[config.mk]
export PLATFORM = sky130hd
export DESIGN_NAME = fb_span_writer
export DESIGN_NICKNAME = d
export VERILOG_FILES = /design/src/rtl/fb_span_writer.sv
export SDC_FILE = /design/constraint.sdc
export NUM_CORES = 1
export LEC_CHECK = 0
export BUFFER_PORTS_ARGS = -buffer_cell sky130_fd_sc_hd__buf_2
export CAP_MARGIN = 20
export CORE_MARGIN = 5
export CORE_UTILIZATION = 55
export CTS_CLUSTER_DIAMETER = 60
export CTS_CLUSTER_SIZE = 12
export DETAILED_ROUTE_END_ITERATION = 10
export HOLD_SLACK_MARGIN = 0.03
export PLACE_DENSITY = 0.86
export SYNTH_ARGS = -nofsm -noshare
export SYNTH_HDL_FRONTEND = slang
export SYNTH_SLANG_ARGS = --single-unit
[constraint.sdc]
create_clock -name clk_pix -period 4.4 [get_ports clk_pix]
set_clock_uncertainty 0.05 [all_clocks]
set_input_delay 0.88 -clock clk_pix [delete_from_list [all_inputs] [get_ports clk_pix]]
set_output_delay 0.88 -clock clk_pix [all_outputs]
set_load 0.1 [all_outputs]
[src/rtl/fb_span_writer.sv]
// Framebuffer span writer.
// Takes horizontal span requests (row, first column, last column, colour),
// clips them to the framebuffer, rejects off-screen ones, and issues one
// framebuffer write per cycle while draw_en permits it.
module fb_span_writer #(
  parameter int FB_WIDTH  = 160,
  parameter int FB_HEIGHT = 120,
  parameter int FB_DATAW  = 4,
  parameter int CORDW     = 16,
  parameter int FB_ADDRW  = $clog2(FB_WIDTH * FB_HEIGHT)
) (
  input  logic                clk_pix,
  input  logic                rst,
  input  logic                draw_en,
  input  logic                req_valid,
  output logic                req_ready,
  input  logic [CORDW-1:0]    req_y,
  input  logic [CORDW-1:0]    req_x0,
  input  logic [CORDW-1:0]    req_x1,
  input  logic [FB_DATAW-1:0] req_cidx,
  output logic                busy,
  output logic                done,
  output logic                err,
  output logic                fb_we,
  output logic [FB_ADDRW-1:0] fb_addr_write,
  output logic [FB_DATAW-1:0] fb_cidx_write
);

  localparam logic [1:0] S_IDLE  = 2'd0;
  localparam logic [1:0] S_SETUP = 2'd1;
  localparam logic [1:0] S_DRAW  = 2'd2;
  localparam logic [1:0] S_DONE  = 2'd3;

  localparam logic [CORDW-1:0] WIDTH_C  = CORDW'(FB_WIDTH);
  localparam logic [CORDW-1:0] HEIGHT_C = CORDW'(FB_HEIGHT);
  localparam logic [CORDW-1:0] XMAX_C   = CORDW'(FB_WIDTH - 1);
  localparam logic [CORDW-1:0] ONE_C    = CORDW'(1);
  localparam logic [FB_ADDRW-1:0] ADDR_ONE_C = FB_ADDRW'(1);

  logic [1:0]          state;
  logic [CORDW-1:0]    span_y;
  logic [CORDW-1:0]    span_x0;
  logic [CORDW-1:0]    span_x1;
  logic [FB_DATAW-1:0] span_cidx;
  logic [CORDW-1:0]    remaining;
  logic [FB_ADDRW-1:0] addr;
  logic                reject;
  logic [CORDW-1:0]    x1c;
  logic [2*CORDW-1:0]  lin_addr;

  // Ready is decoded from state and held low while reset is asserted.
  assign req_ready = (state == S_IDLE) && !rst;

  // Clamp the last column to the right edge and form the full-width linear address.
  always_comb begin
    x1c      = (span_x1 > XMAX_C) ? XMAX_C : span_x1;
    lin_addr = (2*CORDW)'(span_y) * (2*CORDW)'(FB_WIDTH) + (2*CORDW)'(span_x0);
  end

  // Span FSM; a rejected span enters DRAW with nothing remaining, so both paths
  // share the single "remaining == 0" exit that raises done one cycle later.
  always_ff @(posedge clk_pix) begin
    if (rst) begin
      state         <= S_IDLE;
      busy          <= 1'b0;
      done          <= 1'b0;
      err           <= 1'b0;
      fb_we         <= 1'b0;
      fb_addr_write <= '0;
      fb_cidx_write <= '0;
      span_y        <= '0;
      span_x0       <= '0;
      span_x1       <= '0;
      span_cidx     <= '0;
      remaining     <= '0;
      addr          <= '0;
      reject        <= 1'b0;
    end else begin
      done  <= 1'b0;
      err   <= 1'b0;
      fb_we <= 1'b0;
      case (state)
        S_IDLE: begin
          if (req_valid) begin
            span_y    <= req_y;
            span_x0   <= req_x0;
            span_x1   <= req_x1;
            span_cidx <= req_cidx;
            busy      <= 1'b1;
            state     <= S_SETUP;
          end
        end
        S_SETUP: begin
          state <= S_DRAW;
          if (span_y >= HEIGHT_C || span_x0 >= WIDTH_C || span_x0 > x1c) begin
            reject    <= 1'b1;
            remaining <= '0;
          end else begin
            reject    <= 1'b0;
            addr      <= FB_ADDRW'(lin_addr);
            remaining <= x1c - span_x0 + ONE_C;
          end
        end
        S_DRAW: begin
          if (remaining == '0) begin
            state <= S_DONE;
            done  <= 1'b1;
            err   <= reject;
          end else if (draw_en) begin
            fb_we         <= 1'b1;
            fb_addr_write <= addr;
            fb_cidx_write <= span_cidx;
            addr          <= addr + ADDR_ONE_C;
            remaining     <= remaining - ONE_C;
          end
        end
        S_DONE: begin
          busy  <= 1'b0;
          state <= S_IDLE;
        end
      endcase
    end
  end

endmodule

==> impl_metrics.tcl <==
set metrics [dict create \
    hold_viol 0 \
    yosysMostFrequentCell "nand2_1" \
    tightest_slew_ns 0.986 \
    numPortBuffers 79 \
    rsz0062_at_grt "false" \
    multiInputGateArea_mm2 0.00426 \
    core_area_mm2 0.0120 \
    layout.nets 1079 \
    cp-end-kind "register" \
    hpwl_mm 12.2 \
    grt_pass1_vias 5656 \
    syn_inst 874 \
    holdWs_ns 0.401 \
    die_w_um 120 \
    die_area_mm2 0.0145 \
    fmax_mhz 266 \
    drtIter0Drc 375 \
    criticalPathCategory "register to register" \
    grt_overflow 0 \
    clk_pin_slew_ns 0.08 \
    r2r-start "span_x1[9]" \
    layout.area.seq_mm2 0.00218 \
    dp_slack_ns 0.674 \
    ir_drop_v 0.000314 \
    synthDistinctLibCells 55 \
    finalCriticalPeriod_ns 3.76 \
    synth_top_area_cell "dfxtp_1" \
    crit_start "span_x1[9]" \
    drv_cap 0 \
    grt_antenna_before_repair 0 \
    min_path_type "register to register" \
    wire_per_inst_um 15.0 \
    pin_count 80 \
    ys_top_cells_by_area "dfxtp_1 (33%), ha_1 (13%), nand2_1 (10%), a21oi_1 (9.3%), nor2_1 (3.0%)" \
    status "finished clean" \
    grt_pass1_wl_mm 26.8 \
    p_leak_nw 3.23 \
    pwr-share-seq_pct 28.2 \
    internal-power_w 0.00275 \
    drive_gt1_share_pct 12.3 \
    drtPass1Iterations 6 \
    critPathMaxFanout 7 \
    fillerInstances 1027 \
    drc 0 \
    ys.flop_type "dfxtp_1" \
    p_comb_share_pct 55.3 \
    initial_core_util_pct 56.0 \
    fp-row-count 40 \
    hold_path.startpoint "fb_addr_write[1]" \
    syn_area_per_cell_um2 7.66 \
    ys_seq_area_share_pct 32.6 \
    synth-edff-count 0 \
    clkLatencyLatePin_ns 0.36 \
    setup-violations-final 0 \
    ant_nets 0 \
    power_switching_share_pct 46.3 \
    insertedDiodeCount 0 \
    start_kind "register" \
    cts-root-buf "clkbuf_16" \
    die_h_um 120 \
    synthArstFlopShare_pct 0 \
    worstPathRequired_ns 4.63 \
    ys_ff_latch 109 \
    vias 6213 \
    yosysWarnings 0 \
    drt_wl_total_mm 16.5 \
    worstPathArrival_ns 3.99 \
    timing.final.ws_setup_ns 0.644 \
    numCtsBuffers 9 \
    grt_max_degree 100 \
    power_switching_w 0.00237 \
    setup_tns_ns 0 \
    area_growth_pct 13.0 \
    clockPowerShare_pct 16.6 \
    slew_headroom_pct 34.3 \
    cts_buffer_depth 2 \
    cts_sinks 109 \
    grt_use_total_pct 22.7 \
    synthTopCellsByCount "nand2_1 (179), a21oi_1 (125), dfxtp_1 (109), ha_1 (72), nor2_1 (53)" \
    cts_tree "yes" \
    synth_top_area_share_pct 32.6 \
    drv_slew 0 \
    place_congestion 0.947 \
    vias_per_cell 5.66 \
    post-route-period-util_pct 85.4 \
    htree_levels 3 \
    postCtsResizedCells 0 \
    synth_area_mm2 0.00669 \
    cts_hold_buf 0 \
    p_per_area_mw_per_mm2 676 \
    cts_setup_buffers 0 \
]
==> layout by cell type (no fill, tap or decap), types with 3 or more instances in the layout <==
master     count
o32ai_1        7
or3_1          7
xor2_1        13
o21ai_0       38
clkbuf_16      9
o21a_1         6
a21oi_1      125
a211oi_1      14
nand2b_1       7
and4_1         3
mux2i_1        6
nand2_1      179
ha_1          72
dfxtp_1      109
conb_1        15
o21bai_1       3
nor2b_1        8
nor3_1        28
fa_1           4
nand4_1        9
nand3_1       17
a31oi_1        5
a221oi_1       4
nor2_1        52
or2_2          7
buf_4          9
o31ai_1        5
inv_1         41
a21o_1         7
xnor2_1       16
buf_2         78
nor4_1         7
and2_1         3
==> power groups by stage <==
stage / logic, W / clock network (W) / registers, W
4_1_cts: 0.00277 / 0.000864 / 0.00143
3_3_place_gp: 0.00268 / 0 / 0.00144
6_report: 0.00283 / 0.000847 / 0.00144
3_5_place_dp: 0.00275 / 0 / 0.00145
2_1_floorplan: 0.00209 / 0 / 0.00145
5_1_grt: 0.00315 / 0.000897 / 0.00147
==> flip-flops by register name, indices dropped and copies added, names as in the netlist <==
register,count
span_x1,16
remaining,16
fb_cidx_write,4
span_cidx,4
err,1
fb_addr_write,15
busy,1
span_y,16
fb_we,1
addr,15
span_x0,16
done,1
reject,1
state,2
==> worst max-delay path, stage by stage, from the launching register on <==
cell	delay (ns)
dfxtp_1	0.33
nor4_1	0.32
nand3_1	0.21
or2_2	0.35
inv_1	0.08
ha_1	0.14
inv_1	0.04
ha_1	0.23
fa_1	0.44
a211oi_1	0.32
o21ai_0	0.13
a31o_2	0.28
a31oi_1	0.32
xnor2_1	0.18
a21oi_1	0.09
nor3_1	0.16
==> through the flow <==
step	power, W	instances	area [um2]	utilization [%]
after detailed placement	0.00420	1082	7230	60.5
after global placement	0.00412	1082	7230	60.5
after global routing	0.00552	1098	7560	63.2
final	0.00511	1098	7560	63.2
after CTS	0.00507	1097	7540	63.1
after floorplan	0.00354	887	6740	-
==> kinds of logic (layout without fill, tap and decap cells) <==
family                     after synthesis  count (layout)  synth area share [%]
buffers and inverters                   80             144                  4.79
muxes                                    6               6                 0.897
AOI/OAI and AO/OA                      231             231                  20.2
adders and majority gates               76              76                  14.7
and+or+nand+nor                        341             341                  22.9
DFF                                    109             109                  32.6
xor gates and xnor gates                29              29                  3.80
other                                    2              15                 0.112
==> final timing paths <==
check	slack (ns)	end	cells after the start
max	0.64	remaining[11]	15
min reg2reg	0.40	fb_addr_write[1]	2
min	0.40	fb_addr_write[1]	2
max reg2reg	0.64	remaining[11]	15
==> final cells by class <==
type,instances,area share [%]
multi-input cells,698,56.3
flip-flops and latches,109,28.9
inverters,41,2.03
clock buffers,9,2.98
repair buffers,88,6.32
well taps,147,2.43
clock inverters,6,1.11
==> metal layers <==
metal	track usage [%]	up-vias	routed length (um)	part of all wire [%]
met5	0	-	0	0
met2	36.5	170	7620	46
li1	-	3175	-	-
met3	4.96	29	949	5.8
met1	30.4	2839	7480	45
met4	7.15	0	402	2.4
(Power assumes the default switching activity.)
